$ cat src/rtl/fwd_source_pipe_pkg.sv
// rtl/fwd_source_pipe_pkg.sv - shared widths and stage record types for the forwarding source pipe
package fwd_source_pipe_pkg;

  localparam int REG_W  = 7;
  localparam int DATA_W = 32;

  localparam logic [REG_W-1:0] REG_ZERO = '0;

  typedef struct packed {
    logic [REG_W-1:0]  wreg;
    logic [DATA_W-1:0] alu_result;
    logic              load;
  } mem_stage_t;

  typedef struct packed {
    logic [REG_W-1:0]  wreg;
    logic [DATA_W-1:0] alu_result;
    logic [DATA_W-1:0] read_data;
    logic              load;
  } wb_stage_t;

  localparam mem_stage_t MEM_BUBBLE = '0;

endpackage

$ cat src/rtl/fwd_source_pipe_hazard.sv
// rtl/fwd_source_pipe_hazard.sv - combinational detection of hazards forwarding cannot cover
module fwd_hazard_detect
  import fwd_source_pipe_pkg::*;
(
  input  logic [REG_W-1:0] mem_wreg,
  input  logic             mem_load,
  input  logic             mem_ready,
  input  logic [REG_W-1:0] ex_rs,
  input  logic [REG_W-1:0] ex_rt,
  output logic             mem_wait,
  output logic             load_use,
  output logic             stall
);

  logic live_load;

  // A load to r0 produces nothing anyone can consume, so it never stalls.
  assign live_load = mem_load && (mem_wreg != REG_ZERO);
  assign mem_wait  = live_load && !mem_ready;
  assign load_use  = live_load && ((mem_wreg == ex_rs) || (mem_wreg == ex_rt));
  assign stall     = mem_wait || load_use;

endmodule

$ cat src/rtl/fwd_source_pipe.sv
// rtl/fwd_source_pipe.sv - EX/MEM and MEM/WB result registers, forwarding sources and RF write port
module fwd_source_pipe
  import fwd_source_pipe_pkg::*;
(
  input  logic              clk,
  input  logic              rst_n,
  input  logic [REG_W-1:0]  ex_wreg,
  input  logic [DATA_W-1:0] ex_alu_result,
  input  logic              ex_load,
  input  logic [REG_W-1:0]  ex_rs,
  input  logic [REG_W-1:0]  ex_rt,
  input  logic              flush,
  input  logic              mem_ready,
  input  logic [DATA_W-1:0] mem_read_data,
  output logic [REG_W-1:0]  mem_reg_num,
  output logic [DATA_W-1:0] mem_alu_result,
  output logic [REG_W-1:0]  wb_reg_num,
  output logic [DATA_W-1:0] wb_alu_result,
  output logic [DATA_W-1:0] wb_read_data,
  output logic              wb_load,
  output logic              stall,
  output logic              rf_we,
  output logic [REG_W-1:0]  rf_waddr,
  output logic [DATA_W-1:0] rf_wdata
);

  mem_stage_t mem_q, mem_d;
  wb_stage_t  wb_q, wb_d;
  logic       mem_wait, load_use;

  fwd_hazard_detect u_hazard (
    .mem_wreg  (mem_q.wreg),
    .mem_load  (mem_q.load),
    .mem_ready (mem_ready),
    .ex_rs     (ex_rs),
    .ex_rt     (ex_rt),
    .mem_wait  (mem_wait),
    .load_use  (load_use),
    .stall     (stall)
  );

  always_comb begin
    mem_d = mem_q;
    wb_d  = wb_q;
    if (mem_wait) begin
      // Load still outstanding: hold it in MEM and retire nothing.
      wb_d.wreg = REG_ZERO;
      wb_d.load = 1'b0;
    end else begin
      wb_d = '{wreg: mem_q.wreg, alu_result: mem_q.alu_result,
               read_data: mem_read_data, load: mem_q.load};
      // EX is frozen upstream on load-use, so insert a bubble behind the load.
      if (load_use || flush)
        mem_d = MEM_BUBBLE;
      else
        mem_d = '{wreg: ex_wreg, alu_result: ex_alu_result, load: ex_load};
    end
  end

  always_ff @(posedge clk or negedge rst_n) begin
    if (!rst_n) begin
      mem_q <= '0;
      wb_q  <= '0;
    end else begin
      mem_q <= mem_d;
      wb_q  <= wb_d;
    end
  end

  // A load's ALU result is its address, never a forwardable value.
  assign mem_reg_num    = mem_q.load ? REG_ZERO : mem_q.wreg;
  assign mem_alu_result = mem_q.alu_result;
  assign wb_reg_num     = wb_q.wreg;
  assign wb_alu_result  = wb_q.alu_result;
  assign wb_read_data   = wb_q.read_data;
  assign wb_load        = wb_q.load;
  assign rf_we          = (wb_q.wreg != REG_ZERO);
  assign rf_waddr       = wb_q.wreg;
  assign rf_wdata       = wb_q.load ? wb_q.read_data : wb_q.alu_result;

endmodule

$ cat config.mk
export PLATFORM = sky130hd
export DESIGN_NAME = fwd_source_pipe
export DESIGN_NICKNAME = d
export VERILOG_FILES = /design/src/rtl/fwd_source_pipe_pkg.sv /design/src/rtl/fwd_source_pipe_hazard.sv /design/src/rtl/fwd_source_pipe.sv
export SDC_FILE = /design/constraint.sdc
export NUM_CORES = 1
export LEC_CHECK = 0
export ABC_AREA = 1
export BUFFER_PORTS_ARGS = -buffer_cell sky130_fd_sc_hd__buf_4
export CAP_MARGIN = 20
export CELL_PAD_IN_SITES_DETAIL_PLACEMENT = 1
export CELL_PAD_IN_SITES_GLOBAL_PLACEMENT = 1
export CORE_MARGIN = 2
export CORE_UTILIZATION = 33
export CTS_CLUSTER_SIZE = 30
export DETAILED_ROUTE_END_ITERATION = 12
export PLACE_DENSITY_LB_ADDON = 0.08
export RECOVER_POWER = 50
export SLEW_MARGIN = 20
export SYNTH_ARGS = -nofsm -noshare
export SYNTH_HDL_FRONTEND = slang
export SYNTH_SLANG_ARGS = --single-unit
$ cat constraint.sdc
create_clock -name clk -period 1.6 [get_ports clk]
set_clock_uncertainty 0.05 [all_clocks]
set_input_delay 0.08 -clock clk [delete_from_list [all_inputs] [get_ports clk]]
set_output_delay 0.08 -clock clk [all_outputs]
set_load 0.02 [all_outputs]
; After elaboration in Yosys (flattened, before gate mapping)
; Cells that the tools add are included.
[word_totals]
regBits = 112
in_bits = 90
output_inout_bits = 152
word_cells = 23
[op_classes]
n_eq_ne = 2
muxes = 5
reduce_logical = 9
[op_table]
columns = operator, count
row1 = $mux W40, 1
row2 = $mux W32, 1
row3 = $eq A7 B7 Y1, 2
row4 = $mux W7, 2
row5 = $reduce_bool A7 Y1, 2
row6 = $logic_and A1 B1 Y1, 3
row7 = $logic_or A1 B1 Y1, 3
row8 = $logic_not A1 Y1, 1
row9 = $mux W1, 1

; Depth between registers and ports, before layout
; Gate-level depths: netlist of the first run.
[depth]
ltp_word = 5
ltp_mapped = 11
depth_no_buf = 10

; Hierarchy
; From an unflattened synthesis of the first run, not the netlist that was laid out.
[unflattened]
hier_cells = 656
area_unflattened_um2 = 5243.8
[by_module_without_submodules]
columns = mod, instances, cells_per_inst, area_per_inst_um2, seq_area_each_um2
row1 = fwd_source_pipe, 1, 599, 4967.3, 2802.7
row2 = fwd_hazard_detect, 1, 57, 276.5, 0.0

; Least setup slack after synthesis of the first run
; OpenSTA, ideal clock, no wires.
[synth_timing]
path_type = reg2out
start = register wb_q (netlist bit wb_load)
end = output port rf_wdata[23]
arrival_ns = 1.329
path_slack_ns = 0.141
path_stages_with_launch = 4
path_buffers = 2
cell_sequence = dfrtp_1 -> clkbuf_1 -> clkbuf_1 -> o21ai_0
[synth_between]
elab_chain_len = 1
[synth_rtl]
columns = element, line_no
row1 = start: declaration, fwd_source_pipe.sv:28  ; wb_stage_t wb_q, wb_d;
row2 = start signal: assignment, fwd_source_pipe.sv:66  ; wb_q <= wb_d;
row3 = $mux W32, fwd_source_pipe.sv:79  ; assign rf_wdata = wb_q.load ? wb_q.read_data : wb_q.alu_result;
row4 = end: declaration, fwd_source_pipe.sv:24  ; output logic [DATA_W-1:0] rf_wdata
; Every way passes these cells.

; Final worst setup path of the first run
[layout_timing]
start = register mem_q[33] (netlist bit)
end = output port stall
[layout_between]
elab_chain_len = 4
elab_cells_between_ends = 8
cone_classes = eq/ne: 2 / reduce/logical: 6
[layout_rtl]
columns = element, line_no
row1 = start: declaration, fwd_source_pipe.sv:27  ; mem_stage_t mem_q, mem_d;
row2 = start signal: assignment, fwd_source_pipe.sv:65  ; mem_q <= mem_d;
row3 = $eq A7 B7 Y1 or $reduce_bool A7 Y1 (tied branches), "fwd_source_pipe_hazard.sv:20, fwd_source_pipe_hazard.sv:18"
row4 = $logic_or A1 B1 Y1 or $logic_and A1 B1 Y1 (tied branches), "fwd_source_pipe_hazard.sv:20, fwd_source_pipe_hazard.sv:18"
row5 = "$logic_and A1 B1 Y1, on equally long branches", "fwd_source_pipe_hazard.sv:20, fwd_source_pipe_hazard.sv:19"
row6 = $logic_or A1 B1 Y1 *, fwd_source_pipe_hazard.sv:21  ; assign stall = mem_wait || load_use;
row7 = end: declaration, fwd_source_pipe.sv:21  ; output logic stall,
; Every way passes the cells marked *; elsewhere a longest branch is shown, timed or not.

==> metrics.cfg, run 1 <==
[placed_design]
hpwl_um=13500
place_inst=1136
gp_congestion=0.777
io_buffers=241
place_ws_ns=-0.0189
placed_area_um2=7410

[synth]
yosys.area.top_type=dfrtp_1
synth.yosys.seq_area_share=0.502
synth_top_area_frac=0.502
syn_nets=820
avgSynthCellArea_um2=7.64
yosysWarnings=0
synth.ff_latch_count=112
yosys-top-cells-area=dfrtp_1 (50%), nand2_1 (18%), buf_4 (6.3%)
syn_area_um2=5580
netlist_instances=730
ys_types=21

[timing]
setup_ws_ns=-0.211
finalSetupViolCount=77
fin_crit_sh=1.13
hold_viol_final=0
whs_ns=0.00194
period_minus_slack_ns=1.81
fin_tns_setup_ns=-5.68
drv_slew=0
relSlewSlack=0.407
tightest_slew_ns=0.889
grt_setup_unrepaired=true
max_freq_mhz=552

[cts]
clock-root-buffer=clkbuf_16
path_clk_slew_ns=0.08
htreeDepth=3
cts_buffers=9
cts_tree=yes
clk_latency_ns=0.36
cts.sinks=112
cts_buffer_depth=2

[floorplanning]
die_h_um=134
die_area_um2=18000
rows=47
start_util=0.338
ios=242
die_x_um=134
core_area_um2=16500

[finish]
mostFrequentLayoutCells=nand2_1 (262), buf_4 (229), dfrtp_1 (105)
drive_above_1_share=0.321
layout_commonest_cell=nand2_1
final_area_um2=8570
syn_to_final_growth_pct=53.7
fin_util=0.519
antenna_cells=0
fin_nets=1087
stdcell_count=1222

[setup_path]
end_kind=primary output
worstReg2RegStart=mem_q[33]$_DFFE_PN0N_
critical-path-top-delay-family=simple AND/OR/NAND/NOR gates
cp.arrival_ns=1.68
cpPeakStageDelay_ns=0.47
crit_path_max_fanout=5
reg2regPathDepth=11
crit_required_ns=1.47
r2r_end=mem_alu_result[7]$_DFFE_PN0N_
crit_buf_inv=2
crit_path_frequent_cell=nand2_1
cp_slowest_cell=dfrtp_2
crit_type=reg2out
start_kind=register
reg2reg_slack_ns=-0.15
path_cells=xnor2_2, nand2_1, nor2_1, nand2_1, nand2_1, nand2_2, buf_12, nand2_4, buf_6

[drt]
dr.pass1.iters=4
dr_total_vias=5592
wire_per_inst_um=16.7
drt_iter0_drc=197
ant_nets=0
drcViolationCount=0
post_drt_via_cell_ratio=4.58
wirelength_um=20500

[worst_hold_path]
hold_path.class=in2reg
min_path_cells=5
worstHoldEndpoint=mem_alu_result[5]$_DFFE_PN0N_
min_from=ex_alu_result[5]

[power_and_ir_drop]
p_per_area_nw_per_um2=990
power_mw=8.49
p_leak_nw=4.66
ir_drop_mv=0.593

[run_status]
status=finished, violations left
violations=setup timing

[global_route]
grt_usage=0.215
grt_max_degree=42
grt_pass1_wl_um=30500
antenna_found_initial=0
grt.overflow.total=0
grt_pass1_vias=5956

[run]
maxCapViolCount=0

[worst max-delay path by stage]
stage,startpoint,end,depth (start not counted)
after floorplan,wb_load$_DFF_PN0_,rf_wdata[23],3
final,mem_q[33]$_DFFE_PN0N_,stall,9
after detailed placement,mem_q[33]$_DFFE_PN0N_,mem_alu_result[4]$_DFFE_PN0N_,9
after global routing,mem_q[38]$_DFFE_PN0N_,stall,11
after CTS,mem_q[33]$_DFFE_PN0N_,stall,9
after global placement,mem_q[33]$_DFFE_PN0N_,mem_q[36]$_DFFE_PN0N_,9
[tightest hold or removal path, delay by kind of cell]
kind	cells	cell delay, ns
and+or+nand+nor	3	0.16
buffers and inverters	2	0.15
[metal layers]
layer	vias to the layer above	track usage	routed length [um]
met1	2714	0.264	8770
li1	2688	-	-
met4	0	0.0754	435
met2	165	0.385	10300
met3	25	0.0317	924
met5	-	0	0
[area by class of cell]
type / count / area (um2)
inverter: 93 / 362
clock inverter: 4 / 51.3
clock buffer: 12 / 246
fill: 2020 / 7950
multi-input combinational: 446 / 2020
timing repair buffer: 335 / 2810
tap: 220 / 275
sequential: 112 / 2810
[cells by family after synthesis]
kind of cell	synth area share
AOI/OAI and AO/OA	0.0588
DFF	0.502
xor gates and xnor gates	0.0126
and+or+nand+nor	0.265
buffers and inverters	0.162
[repair_timing]
action,CTS,global route
gates resized for setup,18,72
hold endpoints to repair,71,0
cloned,1,7
endpoints found under the setup margin,6,108
setup buffers,5,12
hold buffers,46,0
pin swaps,7,7
[power by group]
group	internal [mW]	leakage [nW]	switching, mW	total (mW)
Clock	1.27	0.143	1.09	2.35
Combinational	1.16	3.11	1.59	2.75
Sequential	3.13	1.41	0.254	3.38
Total	5.55	4.66	2.93	8.49
[synth_stat cells]
cell / instances
buf_2: 9
buf_4: 47
buf_6: 7
buf_8: 1
clkbuf_1: 14
clkbuf_2: 1
dfrtp_1: 112
inv_1: 92
inv_4: 1
nand2_1: 271
nand2_2: 1
nand3_1: 42
nor2_1: 56
nor2_4: 1
nor3_1: 1
nor3_2: 1
nor4_1: 1
o21ai_0: 62
o21ai_2: 2
xnor2_1: 3
xor2_1: 5
[flip-flops by register name (all words and copies together) (netlist names)]
| register | count |
|---|---|
| mem_q | 8 |
| mem_alu_result | 32 |
| wb_read_data | 32 |
| wb_load | 1 |
| rf_waddr | 7 |
| wb_alu_result | 32 |
No activity file was read; power rests on OpenSTA's default activity.
==> inputs of run 2 (changes only) <==
CORE_MARGIN = 4   (was 2)
clock period = 1.85 ns   (was 1.6 ns; I/O delays follow)
==> metrics.cfg, run 2 (synthesis gave the netlist of run 1 again) <==
[timing]
hold_viol_final=0  ; unchanged
tightest_slew_ns=0.855  ; -0.0342 ns
period_minus_slack_ns=1.80
max_freq_mhz=555
setup_ws_ns=0.0466  ; +0.258 ns
drv_slew=0  ; unchanged
grt_setup_unrepaired=true
fin_crit_sh=0.975
relSlewSlack=0.430  ; +0.0228
finalSetupViolCount=0  ; -100%

[cts]
cts.sinks=112  ; unchanged
cts_tree=yes
path_clk_slew_ns=0.08  ; about the same
cts_buffers=9  ; unchanged
cts_buffer_depth=2  ; unchanged
clock-root-buffer=clkbuf_16
clk_latency_ns=0.35  ; about the same
htreeDepth=3  ; unchanged

[finish]
fin_util=0.464  ; -0.0545
antenna_cells=0  ; unchanged
fillCellCount=2103  ; +4.1%
layout_commonest_cell=nand2_1
stdcell_count=1178  ; -3.6%
regArea_um2=2810  ; unchanged
final_area_um2=7700  ; -10%
mostFrequentLayoutCells=nand2_1 (268), buf_4 (176), dfrtp_1 (105)
multi_input_area_um2=1890  ; -6.5%
syn_to_final_growth_pct=38.0
fin_nets=1044  ; -4.0%
drive_above_1_share=0.230  ; -0.0917

[setup_path]
crit_path_frequent_cell=nand2_1
crit_buf_inv=2  ; unchanged
path_cells=xnor2_1, nand2_1, nor2_1, nand2_1, nand2_1, nand2_2, buf_12, nand2_4, buf_6
cpPeakStageDelay_ns=0.46  ; about the same
crit_required_ns=1.71  ; +0.24 ns
end_kind=primary output
crit_type=reg2out
cp_slowest_cell=dfrtp_2
start_kind=register
critical-path-top-delay-family=flip-flops
cp.arrival_ns=1.66  ; -0.02 ns
crit_path_max_fanout=6  ; +1

[floorplanning]
die_area_um2=19000  ; +6.1%
die_h_um=138  ; +3.0%
start_util=0.336  ; -0.00120
core_area_um2=16600  ; +0.36%
rows=47  ; unchanged
ios=242  ; unchanged
die_x_um=138  ; +3.0%

[drt]
dr.pass1.iters=4  ; unchanged
ant_nets=0  ; unchanged
post_drt_via_cell_ratio=4.54  ; -0.77%
drt_iter0_drc=253  ; +28%
wirelength_um=18200  ; -11%
wire_per_inst_um=15.5  ; -7.5%
dr_total_vias=5349  ; -4.3%
drcViolationCount=0  ; unchanged

[worst_hold_path]
hold_path.class=in2reg

[global_route]
antenna_found_initial=0  ; unchanged
grt_pass1_wl_um=29800  ; -2.2%
grt.overflow.total=0  ; unchanged
grt_pass1_vias=5760  ; -3.3%
grt_usage=0.189  ; -0.0254
grt_max_degree=75  ; +79%

[power_and_ir_drop]
p_per_area_nw_per_um2=916  ; -7.4%
ir_drop_mv=0.442  ; -25%
p_leak_nw=4.17  ; -11%

[run]
maxCapViolCount=0  ; unchanged

[placed_design]
placed_area_um2=7270  ; -1.9%
gp_congestion=0.797  ; +2.6%
place_ws_ns=0.167  ; +0.185 ns
place_inst=1124  ; -1.1%
hpwl_um=13000  ; -4.0%
io_buffers=241  ; unchanged

[run_status]
status=complete, no violations

-- run 2: layout make-up --
class	count	share of cell area
clock inverter	6	0.0119
multi-input combinational	446	0.245
inverter	93	0.0457
tap	220	0.0357
clock buffer	9	0.0292
sequential	112	0.365
timing repair buffer	292	0.267
-- run 2: metal layers --
layer / GRT usage / routed length (um) / vias up / part of all wire
met3: 0.0394 / 855 / 31 / 0.047
met1: 0.225 / 7610 / 2576 / 0.42
met4: 0.0686 / 423 / 0 / 0.023
li1: - / - / 2595 / -
met5: 0 / 0 / - / 0
met2: 0.338 / 9360 / 147 / 0.51
-- run 2: worst register-to-register path, cell delays in order, from the launching register on --
cell and delay (ns):
dfrtp_2 0.46, xnor2_1 0.17, nand2_1 0.07, nor2_1 0.11
nand2_1 0.07, nand2_1 0.08, nand2_2 0.07, buf_12 0.13
buf_4 0.13, buf_6 0.15, nand3_1 0.08, nand2_1 0.05
-- run 2: final timing paths --
| check | startpoint | endpoint | slack (ns) | cells past startpoint |
|---|---|---|---|---|
| max | mem_q[37]$_DFFE_PN0N_ | stall | 0.05 | 9 |
| min | ex_alu_result[22] | mem_alu_result[22]$_DFFE_PN0N_ | 0.01 | 5 |
| max reg2reg | mem_q[37]$_DFFE_PN0N_ | mem_alu_result[17]$_DFFE_PN0N_ | 0.12 | 11 |
| min reg2reg | mem_alu_result[20]$_DFFE_PN0N_ | mem_alu_result[20]$_DFFE_PN0N_ | 0.46 | 2 |
| max in group asynchronous | rst_n | mem_alu_result[0]$_DFFE_PN0N_ | 0.44 | 3 |
| min in group asynchronous | rst_n | wb_read_data[25]$_DFFE_PN0N_ | 0.13 | 2 |
-- run 2: stage by stage --
stage	total power [mW]	hold WS (ns)	TNS, ns
6_report	7.06	0.0125	0
5_1_grt	7.48	0.0211	-0.103
4_1_cts	7.31	0.00290	-0.0234
3_5_place_dp	5.10	-0.119	0
3_3_place_gp	5.05	-0.118	0
2_1_floorplan	4.14	-0.253	0
-- run 2: repair_timing --
action,CTS,global route
buffers inserted,4,2
endpoints found under the hold margin,145,0
hold buffers,34,0
setup endpoints to repair,1,35
pin swaps,4,5
gates resized for setup,14,5
-- run 2: report_power, final --
| group | leakage, nW | total, mW | internal [mW] | switching (mW) |
|---|---|---|---|---|
| Sequential | 1.41 | 2.93 | 2.71 | 0.225 |
| Clock | 0.156 | 2.11 | 1.19 | 0.917 |
| Combinational | 2.60 | 2.02 | 0.755 | 1.26 |
| Total | 4.17 | 7.06 | 4.65 | 2.40 |
